### config.mk
export PLATFORM = sky130hd
export DESIGN_NAME = or1k_marocchino_extadr_ocb_flat
export DESIGN_NICKNAME = d
export VERILOG_FILES = /design/src/rtl/or1k_marocchino_extadr_ocb_if.sv /design/src/rtl/or1k_marocchino_extadr_ocb.sv /design/src/flat_wrapper.sv
export SDC_FILE = /design/constraint.sdc
export NUM_CORES = 1
export LEC_CHECK = 0
export CAP_MARGIN = 20
export CORE_MARGIN = 2
export CORE_UTILIZATION = 50
export DETAILED_ROUTE_END_ITERATION = 8
export PLACE_DENSITY = 0.72
export SYNTH_ARGS = -nofsm -noshare
export SYNTH_HDL_FRONTEND = slang
export SYNTH_SLANG_ARGS = --single-unit
### constraint.sdc
create_clock -name cpu_clk -period 2.9 [get_ports cpu_clk]
set_input_delay 0.58 -clock cpu_clk [delete_from_list [all_inputs] [get_ports cpu_clk]]
set_output_delay 0.58 -clock cpu_clk [all_outputs]
set_load 0.03 [all_outputs]
### src/rtl/or1k_marocchino_extadr_ocb_if.sv
// Handshake and destination-register bundle between DECODE/EXECUTE/WRBK
// control and the allocation-ID order-control buffer.
interface or1k_marocchino_extadr_ocb_if #(
    parameter int unsigned OPTION_RF_ADDR_WIDTH = 5,
    parameter int unsigned DEST_EXTADR_WIDTH    = 3
);
    // pipeline advance / flush controls
    logic                            padv_exec_i;
    logic                            padv_wrbk_i;
    logic                            pipeline_flush_i;
    // destinations of the instruction in DECODE
    logic                            dcod_rfd1_we_i;
    logic [OPTION_RF_ADDR_WIDTH-1:0] dcod_rfd1_adr_i;
    logic                            dcod_rfd2_we_i;
    logic [OPTION_RF_ADDR_WIDTH-1:0] dcod_rfd2_adr_i;
    // ID for DECODE and the oldest in-flight entry
    logic [DEST_EXTADR_WIDTH-1:0]    dcod_extadr_o;
    logic [DEST_EXTADR_WIDTH-1:0]    exec_extadr_o;
    logic                            exec_rfd1_we_o;
    logic [OPTION_RF_ADDR_WIDTH-1:0] exec_rfd1_adr_o;
    logic                            exec_rfd2_we_o;
    logic [OPTION_RF_ADDR_WIDTH-1:0] exec_rfd2_adr_o;
    logic                            ocb_empty_o;
    logic                            ocb_full_o;

    // pipeline control side
    modport master (
        output padv_exec_i, padv_wrbk_i, pipeline_flush_i,
        output dcod_rfd1_we_i, dcod_rfd1_adr_i, dcod_rfd2_we_i, dcod_rfd2_adr_i,
        input  dcod_extadr_o, exec_extadr_o,
        input  exec_rfd1_we_o, exec_rfd1_adr_o, exec_rfd2_we_o, exec_rfd2_adr_o,
        input  ocb_empty_o, ocb_full_o
    );

    // order-control buffer side
    modport slave (
        input  padv_exec_i, padv_wrbk_i, pipeline_flush_i,
        input  dcod_rfd1_we_i, dcod_rfd1_adr_i, dcod_rfd2_we_i, dcod_rfd2_adr_i,
        output dcod_extadr_o, exec_extadr_o,
        output exec_rfd1_we_o, exec_rfd1_adr_o, exec_rfd2_we_o, exec_rfd2_adr_o,
        output ocb_empty_o, ocb_full_o
    );
endinterface

### src/rtl/or1k_marocchino_extadr_ocb.sv
// Allocation-ID issuer and in-order retire tracker. Issues a fresh extension
// address to each instruction entering EXECUTE, queues its destinations, and
// presents the oldest in-flight ID/destinations at write-back.
module or1k_marocchino_extadr_ocb #(
    parameter int unsigned OPTION_RF_ADDR_WIDTH = 5,
    parameter int unsigned DEST_EXTADR_WIDTH    = 3,
    parameter int unsigned OCB_DEPTH            = 4   // 2 .. 2^DEST_EXTADR_WIDTH-1
) (
    input logic                         cpu_clk,
    input logic                         cpu_rst_n,
    or1k_marocchino_extadr_ocb_if.slave ocb_if
);

    localparam int unsigned PtrW = (OCB_DEPTH > 1) ? $clog2(OCB_DEPTH) : 1;
    localparam int unsigned CntW = $clog2(OCB_DEPTH + 1);

    localparam logic [PtrW-1:0] PtrLast = PtrW'(OCB_DEPTH - 1);
    localparam logic [CntW-1:0] CntFull = CntW'(OCB_DEPTH);

    typedef struct packed {
        logic [DEST_EXTADR_WIDTH-1:0]    extadr;
        logic                            rfd1_we;
        logic [OPTION_RF_ADDR_WIDTH-1:0] rfd1_adr;
        logic                            rfd2_we;
        logic [OPTION_RF_ADDR_WIDTH-1:0] rfd2_adr;
    } entry_t;

    logic [DEST_EXTADR_WIDTH-1:0] extadr_q, extadr_d;
    logic [PtrW-1:0]              wr_ptr_q, wr_ptr_d;
    logic [PtrW-1:0]              rd_ptr_q, rd_ptr_d;
    logic [CntW-1:0]              count_q, count_d;
    entry_t                       mem_q [OCB_DEPTH];

    logic   empty, full;
    logic   push, pop;
    entry_t head;

    assign empty = (count_q == '0);
    assign full  = (count_q == CntFull);

    // A simultaneous pop frees the slot, so a push is accepted even when full.
    // Flush overrides both.
    assign push = ocb_if.padv_exec_i & (~full | ocb_if.padv_wrbk_i) & ~ocb_if.pipeline_flush_i;
    assign pop  = ocb_if.padv_wrbk_i & ~empty & ~ocb_if.pipeline_flush_i;

    // Next-state for ID counter, pointers and occupancy
    always_comb begin
        extadr_d = extadr_q;
        wr_ptr_d = wr_ptr_q;
        rd_ptr_d = rd_ptr_q;
        count_d  = count_q;
        if (ocb_if.pipeline_flush_i) begin
            // ID counter keeps running; RAT flags are cleared by the same flush
            wr_ptr_d = rd_ptr_q;
            count_d  = '0;
        end else begin
            if (push) begin
                extadr_d = extadr_q + DEST_EXTADR_WIDTH'(1);
                wr_ptr_d = (wr_ptr_q == PtrLast) ? '0 : wr_ptr_q + PtrW'(1);
            end
            if (pop) begin
                rd_ptr_d = (rd_ptr_q == PtrLast) ? '0 : rd_ptr_q + PtrW'(1);
            end
            unique case ({push, pop})
                2'b10:   count_d = count_q + CntW'(1);
                2'b01:   count_d = count_q - CntW'(1);
                default: count_d = count_q;
            endcase
        end
    end

    // Control state register
    always_ff @(posedge cpu_clk or negedge cpu_rst_n) begin
        if (!cpu_rst_n) begin
            extadr_q <= '0;
            wr_ptr_q <= '0;
            rd_ptr_q <= '0;
            count_q  <= '0;
        end else begin
            extadr_q <= extadr_d;
            wr_ptr_q <= wr_ptr_d;
            rd_ptr_q <= rd_ptr_d;
            count_q  <= count_d;
        end
    end

    // Entry storage; reset keeps the don't-care head outputs free of X
    always_ff @(posedge cpu_clk or negedge cpu_rst_n) begin
        if (!cpu_rst_n) begin
            for (int i = 0; i < int'(OCB_DEPTH); i++) begin
                mem_q[i] <= '0;
            end
        end else if (push) begin
            mem_q[wr_ptr_q] <= '{extadr:   extadr_q,
                                 rfd1_we:  ocb_if.dcod_rfd1_we_i,
                                 rfd1_adr: ocb_if.dcod_rfd1_adr_i,
                                 rfd2_we:  ocb_if.dcod_rfd2_we_i,
                                 rfd2_adr: ocb_if.dcod_rfd2_adr_i};
        end
    end

    // Head presentation, purely from registered state
    always_comb begin
        head                   = mem_q[rd_ptr_q];
        ocb_if.dcod_extadr_o   = extadr_q;
        ocb_if.exec_extadr_o   = head.extadr;
        ocb_if.exec_rfd1_we_o  = head.rfd1_we & ~empty;
        ocb_if.exec_rfd1_adr_o = head.rfd1_adr;
        ocb_if.exec_rfd2_we_o  = head.rfd2_we & ~empty;
        ocb_if.exec_rfd2_adr_o = head.rfd2_adr;
        ocb_if.ocb_empty_o     = empty;
        ocb_if.ocb_full_o      = full;
    end

endmodule

### src/flat_wrapper.sv
// flat-port wrapper written by rule: the top's interface ports become plain ports
module or1k_marocchino_extadr_ocb_flat 
#(
    parameter int unsigned OPTION_RF_ADDR_WIDTH = 5,
    parameter int unsigned DEST_EXTADR_WIDTH    = 3,
    parameter int unsigned OCB_DEPTH            = 4                                
)
  (cpu_clk, cpu_rst_n, ocb_if_padv_exec_i, ocb_if_padv_wrbk_i, ocb_if_pipeline_flush_i, ocb_if_dcod_rfd1_we_i, ocb_if_dcod_rfd1_adr_i, ocb_if_dcod_rfd2_we_i, ocb_if_dcod_rfd2_adr_i, ocb_if_dcod_extadr_o, ocb_if_exec_extadr_o, ocb_if_exec_rfd1_we_o, ocb_if_exec_rfd1_adr_o, ocb_if_exec_rfd2_we_o, ocb_if_exec_rfd2_adr_o, ocb_if_ocb_empty_o, ocb_if_ocb_full_o);
  or1k_marocchino_extadr_ocb_if #(.OPTION_RF_ADDR_WIDTH(OPTION_RF_ADDR_WIDTH), .DEST_EXTADR_WIDTH(DEST_EXTADR_WIDTH)) ocb_if_i ();
  input logic cpu_clk;
  input logic cpu_rst_n;
  input wire logic [$bits(ocb_if_i.padv_exec_i)-1:0] ocb_if_padv_exec_i;
  input wire logic [$bits(ocb_if_i.padv_wrbk_i)-1:0] ocb_if_padv_wrbk_i;
  input wire logic [$bits(ocb_if_i.pipeline_flush_i)-1:0] ocb_if_pipeline_flush_i;
  input wire logic [$bits(ocb_if_i.dcod_rfd1_we_i)-1:0] ocb_if_dcod_rfd1_we_i;
  input wire logic [$bits(ocb_if_i.dcod_rfd1_adr_i)-1:0] ocb_if_dcod_rfd1_adr_i;
  input wire logic [$bits(ocb_if_i.dcod_rfd2_we_i)-1:0] ocb_if_dcod_rfd2_we_i;
  input wire logic [$bits(ocb_if_i.dcod_rfd2_adr_i)-1:0] ocb_if_dcod_rfd2_adr_i;
  output wire logic [$bits(ocb_if_i.dcod_extadr_o)-1:0] ocb_if_dcod_extadr_o;
  output wire logic [$bits(ocb_if_i.exec_extadr_o)-1:0] ocb_if_exec_extadr_o;
  output wire logic [$bits(ocb_if_i.exec_rfd1_we_o)-1:0] ocb_if_exec_rfd1_we_o;
  output wire logic [$bits(ocb_if_i.exec_rfd1_adr_o)-1:0] ocb_if_exec_rfd1_adr_o;
  output wire logic [$bits(ocb_if_i.exec_rfd2_we_o)-1:0] ocb_if_exec_rfd2_we_o;
  output wire logic [$bits(ocb_if_i.exec_rfd2_adr_o)-1:0] ocb_if_exec_rfd2_adr_o;
  output wire logic [$bits(ocb_if_i.ocb_empty_o)-1:0] ocb_if_ocb_empty_o;
  output wire logic [$bits(ocb_if_i.ocb_full_o)-1:0] ocb_if_ocb_full_o;
  assign ocb_if_i.padv_exec_i = ocb_if_padv_exec_i;
  assign ocb_if_i.padv_wrbk_i = ocb_if_padv_wrbk_i;
  assign ocb_if_i.pipeline_flush_i = ocb_if_pipeline_flush_i;
  assign ocb_if_i.dcod_rfd1_we_i = ocb_if_dcod_rfd1_we_i;
  assign ocb_if_i.dcod_rfd1_adr_i = ocb_if_dcod_rfd1_adr_i;
  assign ocb_if_i.dcod_rfd2_we_i = ocb_if_dcod_rfd2_we_i;
  assign ocb_if_i.dcod_rfd2_adr_i = ocb_if_dcod_rfd2_adr_i;
  assign ocb_if_dcod_extadr_o = ocb_if_i.dcod_extadr_o;
  assign ocb_if_exec_extadr_o = ocb_if_i.exec_extadr_o;
  assign ocb_if_exec_rfd1_we_o = ocb_if_i.exec_rfd1_we_o;
  assign ocb_if_exec_rfd1_adr_o = ocb_if_i.exec_rfd1_adr_o;
  assign ocb_if_exec_rfd2_we_o = ocb_if_i.exec_rfd2_we_o;
  assign ocb_if_exec_rfd2_adr_o = ocb_if_i.exec_rfd2_adr_o;
  assign ocb_if_ocb_empty_o = ocb_if_i.ocb_empty_o;
  assign ocb_if_ocb_full_o = ocb_if_i.ocb_full_o;
  or1k_marocchino_extadr_ocb #(.OPTION_RF_ADDR_WIDTH(OPTION_RF_ADDR_WIDTH), .DEST_EXTADR_WIDTH(DEST_EXTADR_WIDTH), .OCB_DEPTH(OCB_DEPTH)) u_core (.cpu_clk(cpu_clk), .cpu_rst_n(cpu_rst_n), .ocb_if(ocb_if_i));
endmodule
==> impl_metrics.prom <==
# TYPE chip_impl_metric gauge
chip_impl_metric{name="critical_path_fanouts_max",unit=""} 12
chip_impl_metric{name="route.antenna.remaining_nets",unit=""} 0
chip_impl_metric{name="clockBufferDepth",unit=""} 2
chip_impl_metric{name="final.setup_skew",unit="ns"} 0.00720
chip_impl_metric{name="clock-sinks",unit=""} 70
chip_impl_metric{name="route.detailed.drc",unit=""} 0
chip_impl_metric{name="report.final.slew_viol_count",unit=""} 0
chip_impl_metric{name="place.detailed.instances",unit=""} 357
chip_impl_metric{name="cts_max_level",unit=""} 3
chip_impl_info{name="crit_path_top_delay_cell",value="dfrtp_1"} 1
chip_impl_metric{name="first_pass_iters",unit=""} 4
chip_impl_metric{name="cap_violations",unit=""} 0
chip_impl_metric{name="yosys_warnings",unit=""} 0
chip_impl_metric{name="vdd.ir_drop.worst",unit="mV"} 0.605
chip_impl_metric{name="antenna-diode-count",unit=""} 0
chip_impl_metric{name="grt_antenna_before_repair",unit=""} 0
chip_impl_info{name="ys_top_cells_by_area",value="dfrtp_1 50%, mux2_4 17%, mux4_2 9.6%, mux2_2 7.3%, ha_1 2.1%"} 1
chip_impl_metric{name="clk_slew_on_worst_s_h_paths",unit="ns"} 0.07
chip_impl_metric{name="number_of_buffers_added_for_setup_after_cts",unit=""} 0
chip_impl_metric{name="wl",unit="um"} 6260
chip_impl_info{name="critPathLaunchType",value="flip-flop"} 1
chip_impl_metric{name="core_footprint",unit="mm^2"} 0.00683
chip_impl_metric{name="fin_cells",unit=""} 373
chip_impl_metric{name="vias_per_cell",unit=""} 5.31
chip_impl_metric{name="setup_viol_count_final",unit=""} 0
chip_impl_info{name="timing.critical_path.to_type",value="primary output"} 1
chip_impl_info{name="synth_top_flop_cell",value="dfrtp_1"} 1
chip_impl_metric{name="powerDensity",unit="mW/mm^2"} 1160
chip_impl_metric{name="cts_inserted_buffers",unit=""} 9
chip_impl_info{name="min-delay-path-class",value="in -> async"} 1
chip_impl_metric{name="grtUsageTotal",unit=""} 0.183
chip_impl_metric{name="area_post_placement",unit="mm^2"} 0.00408
chip_impl_info{name="criticalPathCategory",value="reg -> out"} 1
chip_impl_metric{name="design.final.nets",unit=""} 296
chip_impl_metric{name="p_leak",unit="uW"} 0.00184
chip_impl_metric{name="starting_density",unit=""} 0.517
chip_impl_metric{name="seq_area",unit="mm^2"} 0.00175
chip_impl_metric{name="share_of_the_synthesized_area_in_the_top_cell_type",unit=""} 0.496
chip_impl_metric{name="multi_input_logic_area",unit="mm^2"} 0.00167
chip_impl_metric{name="routed-via-count",unit=""} 1979
chip_impl_metric{name="numPortBuffers",unit=""} 36
chip_impl_info{name="rsz0062_at_grt",value="no"} 1
chip_impl_metric{name="first_global_vias",unit=""} 2082
chip_impl_metric{name="maximum_clock_frequency",unit="MHz"} 360
chip_impl_metric{name="fin_hold_viols",unit=""} 0
chip_impl_metric{name="total_power",unit="uW"} 5010
chip_impl_metric{name="cts-hold-fix-buffers",unit=""} 0
chip_impl_metric{name="synthesis.area_per_instance",unit="um^2"} 16.0
chip_impl_info{name="outcome",value="finished clean"} 1
chip_impl_metric{name="synth_sequential_area_ratio",unit=""} 0.496
chip_impl_metric{name="num-fill-cells",unit=""} 528
chip_impl_metric{name="drt_iter0_markers",unit=""} 69
chip_impl_metric{name="ys_async_sr_fraction",unit=""} 1.00
chip_impl_metric{name="period_share",unit=""} 0.958
chip_impl_metric{name="critical-path-max-stage-delay",unit="ns"} 0.69
chip_impl_metric{name="grt_max_degree",unit=""} 56
chip_impl_info{name="crit_chain",value="buf_4, mux4_2, clkdlybuf4s50_1"} 1
chip_impl_metric{name="netlist_instances",unit=""} 221
chip_impl_metric{name="fin_setup_tns",unit="ns"} 0
chip_impl_info{name="yosysTopAreaCell",value="dfrtp_1"} 1
chip_impl_metric{name="die_w",unit="um"} 88.0
chip_impl_metric{name="synth.distinct_cells",unit=""} 36
chip_impl_metric{name="edff_count_synth",unit=""} 0
chip_impl_metric{name="worst_path_required_time",unit="ns"} 2.32
chip_impl_metric{name="period_minus_slack",unit="ns"} 2.78
chip_impl_metric{name="row_count",unit=""} 30
chip_impl_metric{name="insertion_delay",unit="ns"} 0.34
chip_impl_metric{name="dp_hpwl",unit="um"} 4220
chip_impl_metric{name="ys_ff_latch",unit=""} 70
chip_impl_metric{name="cts_resized",unit=""} 0
chip_impl_metric{name="floorplan.die_area",unit="mm^2"} 0.00775
chip_impl_metric{name="post_route_cells_drive_above_1_share",unit=""} 0.448
chip_impl_metric{name="worst_pin_slew",unit="ns"} 0.554
chip_impl_metric{name="mappedNetlistArea",unit="mm^2"} 0.00353
chip_impl_metric{name="relSlewSlack",unit=""} 0.631
chip_impl_metric{name="reg2reg_depth",unit=""} 7
chip_impl_metric{name="global_route_wire_length_before_repair",unit="um"} 10700
chip_impl_metric{name="whs",unit="ns"} 0.148
chip_impl_metric{name="place.gp.congestion",unit=""} 0.740
chip_impl_metric{name="grt_remaining_overflow",unit=""} 0
chip_impl_metric{name="area_delta_synth_final",unit="%"} 22.1
chip_impl_info{name="clock_tree_root",value="clkbuf_8"} 1
chip_impl_metric{name="wl_per_cell",unit="um"} 16.8
chip_impl_metric{name="stdcell_area",unit="mm^2"} 0.00431
chip_impl_metric{name="synthesis.nets",unit=""} 245
chip_impl_metric{name="floorplan.die.height",unit="um"} 88.0
chip_impl_metric{name="arrival",unit="ns"} 2.20
chip_impl_metric{name="io_pins",unit=""} 37
chip_impl_info{name="cts_tree",value="yes"} 1
==> synthesized netlist by cell type, types with 3 or more instances <==
| master | n |
|---|---|
| nor3_4 | 4 |
| xor2_1 | 3 |
| buf_2 | 4 |
| mux4_2 | 15 |
| mux2_2 | 23 |
| inv_1 | 3 |
| clkbuf_1 | 5 |
| ha_1 | 6 |
| nor2b_1 | 4 |
| dfrtp_1 | 70 |
| nor2_1 | 6 |
| nand2_1 | 5 |
| mux2_4 | 40 |
| buf_6 | 5 |
==> metrics by stage <==
stage	utilization	setup WS, ns
after global placement	0.597	-0.0236
after detailed placement	0.597	-0.0417
final	0.631	0.121
after CTS	0.631	0.0641
after floorplan	-	0.0854
after global routing	0.631	0.00854
==> state kept, by name (all words and copies together), names as in the netlist <==
signal,count
u_core.count_q,3
u_core.rd_ptr_q,2
u_core.mem_q,60
u_core.wr_ptr_q,2
u_core.ocb_if.dcod_extadr_o,3
==> cell families (layout without fill, tap and decap cells) <==
family                   count (synthesis)  in the layout  synth area share
AO/OA/AOI/OAI                            9              9            0.0206
buffers and inverters                   18             74            0.0312
flip-flops                              70             70             0.496
XOR/XNOR                                 4              4           0.00992
AND/OR/NAND/NOR                         34             34            0.0733
adder cells (fa/ha/maj)                  7              7            0.0269
multiplexers                            79             79             0.342
==> metal layers <==
metal  global-route usage  routed length, um
met5                    0                  0
met4               0.0579                 87
met3               0.0368                178
met2                0.273               2920
met1                0.274               3080
==> path summary, 6_finish.rpt <==
check	slack, ns	start	to
max	0.12	u_core.rd_ptr_q[1]$_DFFE_PN0P_	ocb_if_exec_rfd1_adr_o[1]
min in group cpu_clk	0.50	u_core.mem_q[24]$_DFFE_PN0P_	u_core.mem_q[24]$_DFFE_PN0P_
min reg2reg	0.50	u_core.mem_q[24]$_DFFE_PN0P_	u_core.mem_q[24]$_DFFE_PN0P_
min	0.15	cpu_rst_n	u_core.mem_q[17]$_DFFE_PN0P_
max in group asynchronous	2.15	cpu_rst_n	u_core.mem_q[23]$_DFFE_PN0P_
max reg2reg	0.45	u_core.count_q[0]$_DFFE_PN0P_	u_core.count_q[2]$_DFFE_PN0P_
==> layout by cell type, fill, tap and decap left out, drive strengths merged, types with 2 or more instances in the layout <==
cell type	instances
a221o	2
and2	2
and4bb	2
buf	20
bufinv	2
clkbuf	11
clkdlybuf4s50	35
clkinv	2
dfrtp	70
ha	6
inv	3
mux2	63
mux4	15
nand2	5
nor2	6
nor2b	4
nor3	6
nor3b	2
nor4b	2
o211ai	2
xor2	3
==> critical path: cells and delay by family, from the launching register on <==
kind | cells | cell delay, ns
buffers and inverters | 2 | 0.86
flip-flops | 1 | 0.69
multiplexers | 1 | 0.30
==> where the power goes <==
| group | total, uW | internal, uW | leakage [uW] | switching (uW) |
|---|---|---|---|---|
| clock | 889 | 531 | 0.000116 | 358 |
| combinational | 2350 | 1370 | 0.000874 | 982 |
| sequential | 1770 | 1450 | 0.000849 | 318 |
==> area by class of cell <==
cell class,count,share of cell area
timing repair buffer,55,0.121
clock inverter,5,0.0189
tap,96,0.0279
multi-input combinational,133,0.388
inverter,3,0.00261
sequential,70,0.406
clock buffer,11,0.0351
Note: power is estimated with default switching activity, not from simulation.
